**src/rtl/uart_arb_pkg.sv**
```systemverilog
// Purpose: shared types and constants for the two-master UART bus arbiter.
// Latency: n/a (types only).
// Backpressure: n/a (types only).
package uart_arb_pkg;

    typedef enum logic [2:0] {
        IDLE   = 3'd0,
        GRANT0 = 3'd1,
        GRANT1 = 3'd2,
        ERR0   = 3'd3,
        ERR1   = 3'd4
    } arb_state_t;

    // Identifies one of the two masters (0 or 1).
    typedef logic master_id_t;

    // Default number of consecutive stalled cycles tolerated before abort.
    localparam int DEFAULT_TIMEOUT = 16;

endpackage

```
**src/rtl/uart_arb_timeout.sv**
```systemverilog
// Purpose: counts consecutive stalled cycles of the granted transfer.
// Latency: expired rises the cycle after the TIMEOUT-th stalled cycle.
// Backpressure: none; count_en low clears the count.
//
// Ports: clk, reset (sync, active-high), count_en (granted and slave stalling),
//        expired (count has reached TIMEOUT).
module uart_arb_timeout
    import uart_arb_pkg::*;
#(
    parameter int TIMEOUT = DEFAULT_TIMEOUT
) (
    input  logic clk,
    input  logic reset,
    input  logic count_en,
    output logic expired
);

    localparam int CW = $clog2(TIMEOUT + 1);

    logic [CW-1:0] count;

    // Saturates at TIMEOUT; the arbiter leaves GRANT the cycle it sees
    // expired, so the count is cleared right after.
    always_ff @(posedge clk) begin
        if (reset || !count_en) begin
            count <= '0;
        end else if (count != CW'(TIMEOUT)) begin
            count <= count + 1'b1;
        end
    end

    assign expired = (count == CW'(TIMEOUT));

endmodule

```
**src/rtl/uart_bus_arbiter.sv**
```systemverilog
// Purpose: round-robin arbiter sharing one UART peripheral port between two masters.
// Latency: 1 arbitration cycle + 1 transfer cycle minimum; slave stall extends the transfer.
// Backpressure: non-granted requesting master sees stall=1; granted master sees s_request_stall.
//
// Ports: clk, reset (sync, active-high);
//        mN_wen/mN_ren/mN_addr/mN_wdata/mN_strobe in, mN_rdata/mN_error/mN_stall out (N=0,1);
//        s_wen/s_ren/s_addr/s_wdata/s_strobe out, s_rdata/s_error/s_request_stall in.
// Optional: define UART_ARB_TIMEOUT_EN to abort transfers stalled for TIMEOUT cycles.
module uart_bus_arbiter
    import uart_arb_pkg::*;
#(
    parameter int ADDR_WIDTH = 32,
    parameter int DATA_WIDTH = 32,
    parameter int TIMEOUT    = DEFAULT_TIMEOUT
) (
    input  logic                    clk,
    input  logic                    reset,
    input  logic                    m0_wen,
    input  logic                    m0_ren,
    input  logic [ADDR_WIDTH-1:0]   m0_addr,
    input  logic [DATA_WIDTH-1:0]   m0_wdata,
    input  logic [DATA_WIDTH/8-1:0] m0_strobe,
    output logic [DATA_WIDTH-1:0]   m0_rdata,
    output logic                    m0_error,
    output logic                    m0_stall,
    input  logic                    m1_wen,
    input  logic                    m1_ren,
    input  logic [ADDR_WIDTH-1:0]   m1_addr,
    input  logic [DATA_WIDTH-1:0]   m1_wdata,
    input  logic [DATA_WIDTH/8-1:0] m1_strobe,
    output logic [DATA_WIDTH-1:0]   m1_rdata,
    output logic                    m1_error,
    output logic                    m1_stall,
    output logic                    s_wen,
    output logic                    s_ren,
    output logic [ADDR_WIDTH-1:0]   s_addr,
    output logic [DATA_WIDTH-1:0]   s_wdata,
    output logic [DATA_WIDTH/8-1:0] s_strobe,
    input  logic [DATA_WIDTH-1:0]   s_rdata,
    input  logic                    s_error,
    input  logic                    s_request_stall
);

    arb_state_t state, next_state, cur_state;
    master_id_t last_grant, next_last_grant;
    logic       m0_req, m1_req, m0_bad, m1_bad;
    logic       sel1, sel_req, sel_bad;
    logic       timeout_expired;

    assign m0_req = m0_wen | m0_ren;
    assign m1_req = m1_wen | m1_ren;
    assign m0_bad = m0_wen & m0_ren;
    assign m1_bad = m1_wen & m1_ren;

    // Outputs decode from IDLE while reset is held, so nothing is forwarded
    // even in the first reset cycle of an interrupted transfer.
    assign cur_state = reset ? IDLE : state;

    assign sel1    = (cur_state == GRANT1);
    assign sel_req = sel1 ? m1_req : m0_req;
    assign sel_bad = sel1 ? m1_bad : m0_bad;

`ifdef UART_ARB_TIMEOUT_EN
    uart_arb_timeout #(
        .TIMEOUT (TIMEOUT)
    ) u_timeout (
        .clk      (clk),
        .reset    (reset),
        .count_en (((state == GRANT0) || (state == GRANT1)) && s_request_stall),
        .expired  (timeout_expired)
    );
`else
    assign timeout_expired = 1'b0;
`endif

    always_ff @(posedge clk) begin
        if (reset) begin
            state      <= IDLE;
            last_grant <= 1'b1;
        end else begin
            state      <= next_state;
            last_grant <= next_last_grant;
        end
    end

    always_comb begin
        next_state      = cur_state;
        next_last_grant = last_grant;
        s_wen           = 1'b0;
        s_ren           = 1'b0;
        s_addr          = '0;
        s_wdata         = '0;
        s_strobe        = '0;
        m0_rdata        = '0;
        m0_error        = 1'b0;
        m0_stall        = m0_req;
        m1_rdata        = '0;
        m1_error        = 1'b0;
        m1_stall        = m1_req;

        case (cur_state)
            IDLE: begin
                // Master 0 wins alone, or on a tie when master 1 went last.
                if (m0_req && (!m1_req || last_grant == 1'b1)) begin
                    next_state = m0_bad ? ERR0 : GRANT0;
                end else if (m1_req) begin
                    next_state = m1_bad ? ERR1 : GRANT1;
                end
            end

            GRANT0, GRANT1: begin
                if (!sel_req) begin
                    next_state = IDLE;
                end else if (sel_bad || timeout_expired) begin
                    // Never forward a malformed or timed-out request; the
                    // master stays stalled until the error pulse.
                    next_state = sel1 ? ERR1 : ERR0;
                end else begin
                    s_wen    = sel1 ? m1_wen    : m0_wen;
                    s_ren    = sel1 ? m1_ren    : m0_ren;
                    s_addr   = sel1 ? m1_addr   : m0_addr;
                    s_wdata  = sel1 ? m1_wdata  : m0_wdata;
                    s_strobe = sel1 ? m1_strobe : m0_strobe;
                    if (sel1) begin
                        m1_rdata = s_rdata;
                        m1_error = s_error;
                        m1_stall = s_request_stall;
                    end else begin
                        m0_rdata = s_rdata;
                        m0_error = s_error;
                        m0_stall = s_request_stall;
                    end
                    if (!s_request_stall) begin
                        next_state      = IDLE;
                        next_last_grant = sel1;
                    end
                end
            end

            // The erroring master counts as served for round-robin purposes.
            ERR0: begin
                m0_error        = 1'b1;
                m0_stall        = 1'b0;
                next_state      = IDLE;
                next_last_grant = 1'b0;
            end

            ERR1: begin
                m1_error        = 1'b1;
                m1_stall        = 1'b0;
                next_state      = IDLE;
                next_last_grant = 1'b1;
            end

            default: next_state = IDLE;
        endcase
    end

endmodule

```
**config.mk**
```make
export PLATFORM = sky130hd
export DESIGN_NAME = uart_bus_arbiter
export DESIGN_NICKNAME = d
export VERILOG_FILES = /design/src/rtl/uart_arb_pkg.sv /design/src/rtl/uart_arb_timeout.sv /design/src/rtl/uart_bus_arbiter.sv
export SDC_FILE = /design/constraint.sdc
export NUM_CORES = 1
export LEC_CHECK = 0
export BUFFER_PORTS_ARGS = -buffer_cell sky130_fd_sc_hd__buf_2
export CAP_MARGIN = 20
export CORE_AREA = 2 2 122 124
export CTS_BUF_LIST = sky130_fd_sc_hd__clkbuf_4 sky130_fd_sc_hd__clkbuf_8
export CTS_CLUSTER_SIZE = 20
export DETAILED_ROUTE_END_ITERATION = 8
export DIE_AREA = 0 0 124 126
export PLACE_DENSITY = 0.44
export REMOVE_ABC_BUFFERS = 1
export SYNTH_ARGS = -nofsm -noshare
export SYNTH_HDL_FRONTEND = slang
export SYNTH_SLANG_ARGS = --single-unit
export TNS_END_PERCENT = 50
```
**constraint.sdc**
```tcl
create_clock -name clk -period 5.2 [get_ports clk]
set_clock_uncertainty 0.15 [all_clocks]
set_input_delay 1.04 -clock clk [delete_from_list [all_inputs] [get_ports clk]]
set_output_delay 1.04 -clock clk [all_outputs]
set_load 0.005 [all_outputs]
```
* After elaboration in Yosys (flattened, before gate mapping)
Cells that the tools add are included.
** Cells by class
- $add $sub $neg :: 0
- Multiply operators :: 0
- Divide/modulo/power cells :: 0
- $lt $le $gt $ge :: 0
- Equality and inequality tests :: 7
- Shifts and indexed selects :: 0
- Multiplexer cells :: 60
- Bitwise operators :: 4
- Reduce and logical (&&, ||, !) cells :: 7
** Operators by type and width (number)
- two-way mux 32 bit :: 16
- two-way mux 1 bit :: 25
- two-way mux 3 bit :: 8
- two-way mux 4 bit :: 4
- one-hot mux 1 bit (2 select lines) :: 4
- equality test 3 x 2 -> 1 bit (second input constant) :: 2
- inequality test 2 bit (second input constant) :: 3
- one-hot mux 3 bit (2 select lines) :: 1
- AND reduction 4 bit :: 1
- equality test 3 x 1 -> 1 bit (second input constant) :: 1
- equality test 3 bit (second input constant) :: 1
- zero test 3 bit :: 1
- one-hot mux 1 bit (3 select lines) :: 1
- nonzero test 3 bit :: 1
- AND 1 bit :: 2
- two-way mux 2 bit :: 1
- OR 1 bit :: 2
- OR reduction 2 bit :: 1
- logical AND 1 bit :: 1
- zero test 1 bit :: 1
- logical OR 1 bit :: 1
** Storage, ports and cells
- Bits in registers :: 4
- Bits in latches :: 0
- Bits in writable memories :: 0
- ROM bits :: 0
- Bits of input ports :: 176
- Logic and storage cells :: 80
- Memories :: 0

* Longest topological paths before layout
- Depth after elaboration :: 6
- Gate-level depth with buffers :: 7
- Gate-level depth less buffers :: 5

* Worst setup path after synthesis
OpenSTA, ideal clock, no wires.
- Path type :: input to output
- Start point :: in reset
- End point :: out s_addr[0]
- Arrival :: 2325 ps
- Slack :: 1685 ps
- Cell stages on the path :: 6
- Buffers on the path :: 2
- Path through :: or4b_1 buf_2 mux2i_2 nand2_2 buf_6 a21oi_2
** On the way
- Longest elaborated chain between the ends :: 6
- Elaborated cells on any way between the ends :: 10
- Classes of those cells :: eq/ne: 2; mux: 7; reduce/logical: 1
** RTL lines
- start: declaration :: RTL line uart_bus_arbiter.sv:17 : input logic reset,
- two-way mux 3 bit * :: RTL line uart_bus_arbiter.sv:57 : assign cur_state = reset ? IDLE : state;
- equality test 3 x 2 -> 1 bit :: RTL line uart_bus_arbiter.sv:59, uart_bus_arbiter.sv:101
- two-way mux 32 bit or two-way mux 1 bit (tied branches) :: RTL line uart_bus_arbiter.sv:121, uart_bus_arbiter.sv:61
- two-way mux 32 bit :: RTL line uart_bus_arbiter.sv:114 : end else if (sel_bad || timeout_expired) begin
- two-way mux 32 bit :: RTL line uart_bus_arbiter.sv:112 : if (!sel_req) begin
- two-way mux 32 bit * :: RTL line uart_bus_arbiter.sv:101 : case (cur_state)
- end: declaration :: RTL line uart_bus_arbiter.sv:36 : output logic [ADDR_WIDTH-1:0] s_addr,
Mark *: on every way between the ends. The rest lies on a longest branch, timed or not.

* Worst setup path in the final report
- Start point :: in reset
- End point :: out s_addr[8]
The elaborated chain is that of the path after synthesis.

==> results.json <==
{
  "portBuffers": 313,
  "synth.most_common_cell": "nand2_1",
  "crit_top_cell": "buf_2",
  "power.total_uw": 440,
  "endpoint_kind": "primary output",
  "avgSynthCellArea_um2": 5.85,
  "leakagePower_nw": 2.24,
  "worstPathRequired_ns": 4.01,
  "powerDensity_mw_per_mm2": 114,
  "grt_pass1_vias": 3167,
  "rsz0062_at_grt": "false",
  "cp_max_fo": 38,
  "peakVddDrop_v": 0.0000664,
  "ant_nets": 0,
  "cts_root_buffer": "clkbuf_8",
  "worst_path_max_delay_cell": "or4b_4",
  "routed_wl_um": 10800,
  "placed_area_mm2": 0.00381,
  "clock.fmax_ghz": 0.226,
  "gp_congestion": 0.767,
  "ys_types": 37,
  "status": "finished clean",
  "cap_violations": 0,
  "slew_violations": 0,
  "synth_flop_cell": "dfxtp_1",
  "grt_pass1_wl_um": 15600,
  "grt_max_degree": 40,
  "worst_slew_pin_slew_ns": 0.827,
  "clock-sinks": 4,
  "die_w_um": 124,
  "drive_above_1_share": 0.609,
  "synth_fa_ha_area_frac": 0.00469,
  "grt-ovfl-total": 0,
  "synthArstFlopShare": 0,
  "cts_tree": "built",
  "antenna_found_initial": 0,
  "synthTopCellsByCount": "nand2_1, a21oi_2, and2_1",
  "routedWlPerCell_um": 12.9,
  "synth_edf_count": 0,
  "synth_top_family_by_area": "simple AND/OR/NAND/NOR gates",
  "whs_ns": 0.383,
  "cts_hold_buf": 0,
  "ys_ff_latch": 4,
  "min_period_ns": 4.43,
  "crit_type": "primary input to primary output",
  "nets": 831,
  "drc_errors": 0,
  "crit_path_max_incr_delay_ns": 0.75,
  "ctsLongestPathBuffers": 2,
  "startpoint_type": "primary input",
  "io_pins": 314,
  "multi_input_area_mm2": 0.00187,
  "finalHoldViolCount": 0,
  "hold_class": "flip-flop to flip-flop",
  "rows": 44,
  "die_y_um": 126,
  "via_count": 3375,
  "path_cells": "buf_2 -> or4b_4 -> mux2i_2 -> nand2_4 -> buf_4 -> a21oi_2 -> buf_2",
  "coreArea_mm2": 0.0143,
  "grt_usage": 0.124,
  "maxSlewHeadroom": 0.448,
  "stdcell_area_mm2": 0.00385,
  "ctsResizeCount": 0,
  "diodes": 0,
  "fin_crit_sh": 0.852,
  "first_iter_violations": 74,
  "start_util": 0.149,
  "synthTopCellsByArea": "a21oi_2, nand2_1, and2_1, clkbuf_1, dfxtp_1",
  "fin_tns_setup_ns": 0,
  "drt-vias-per-instance": 4.03,
  "setup_violations": 0,
  "hpwl_um": 8950,
  "cp.arrival_ns": 3.24,
  "die_area_mm2": 0.0156,
  "regArea_um2": 80.1,
  "synth_area_leader_cell": "a21oi_2",
  "synth_compound_area_frac": 0.336,
  "firstDrtPassIters": 6,
  "cts_setup_buffers": 0,
  "ys_warn_count": 0,
  "synth_top_area_frac": 0.287,
  "areaGrowthSynthToFinish_pct": 80.5,
  "clk_pin_slew_worst_paths_ns": 0.03,
  "synth_mux_area_frac": 0.00644,
  "synth_simple_gate_area_frac": 0.507,
  "cts_buffers": 3,
  "syn_area_mm2": 0.00214,
  "synth_xor_area_frac": 0.0164,
  "ys_seq_area_frac": 0.0375,
  "r2r_setup_slack_ns": 2.52,
  "worstSkewPairLatency_ns": 0.22,
  "fill_cells": 1655,
  "netlist_instances": 365,
  "htreeDepth": 1
}
==> critical path: cells and delay by family <==
family / cells / cell delay [ns]
compound gates: 1 / 0.06
buf+inv: 3 / 0.67
mux: 1 / 0.26
simple gates: 2 / 1.18
==> power breakdown <==
part	internal (mW)	leakage, nW	switching (mW)
Combinational	0.146	2.18	0.183
Clock	0.0494	0.0216	0.0165
Sequential	0.0346	0.0329	0.0105
==> sequential cells by signal (all words and copies together), names as in the netlist <==
signal and flops:
last_grant 1, state 3
==> routing by layer <==
layer | vias to the layer above | track usage | share of wire
met5 | - | 0 | 0
met1 | 1411 | 0.140 | 0.39
met2 | 207 | 0.242 | 0.51
li1 | 1749 | - | -
met3 | 8 | 0.0213 | 0.094
met4 | 0 | 0.0159 | 0.0091
==> layout make-up <==
type / instances / share of cell area
clock buffers: 3 / 0.0107
inverters: 3 / 0.00292
multi-input cells: 324 / 0.485
flip-flops and latches: 4 / 0.0208
well taps: 184 / 0.0597
repair buffers: 319 / 0.421
==> logic make-up (layout without fill, tap and decap cells) <==
logic type / after synthesis / after routing
XOR/XNOR: 4 / 4
AO/OA/AOI/OAI: 86 / 86
buffers and inverters: 37 / 325
adder cells (fa/ha/maj): 1 / 1
multiplexers: 1 / 1
AND/OR/NAND/NOR: 232 / 232
flip-flops: 4 / 4
==> layout by cell type (no fill, tap or decap), types with 2 or more instances in the layout <==
cell / n
nand2_1: 146
nor2_1: 7
and2_1: 64
inv_1: 3
buf_2: 313
o21ai_0: 2
dfxtp_1: 4
xnor2_1: 3
a21oi_2: 70
a21oi_1: 5
buf_4: 5
and3_1: 2
clkbuf_8: 3
nand3_1: 2
==> metrics by stage <==
stage	std cells	worst slack [ns]	utilization
floorplan	331	0.0177	-
detailed placement	834	0.733	0.266
CTS	837	0.728	0.269
finish	837	0.770	0.269
global placement	834	0.750	0.266
global route	837	0.618	0.269
==> worst paths after layout <==
path | startpoint | endpoint | depth (start not counted)
setup / recovery | reset | s_addr[8] | 7
hold / removal | last_grant$_SDFFE_PP1P_ | state[2]$_SDFF_PP0_ | 1
setup reg to reg | state[1]$_SDFF_PP0_ | state[1]$_SDFF_PP0_ | 5
hold reg to reg | last_grant$_SDFFE_PP1P_ | state[2]$_SDFF_PP0_ | 1
(Power assumes the default switching activity.)
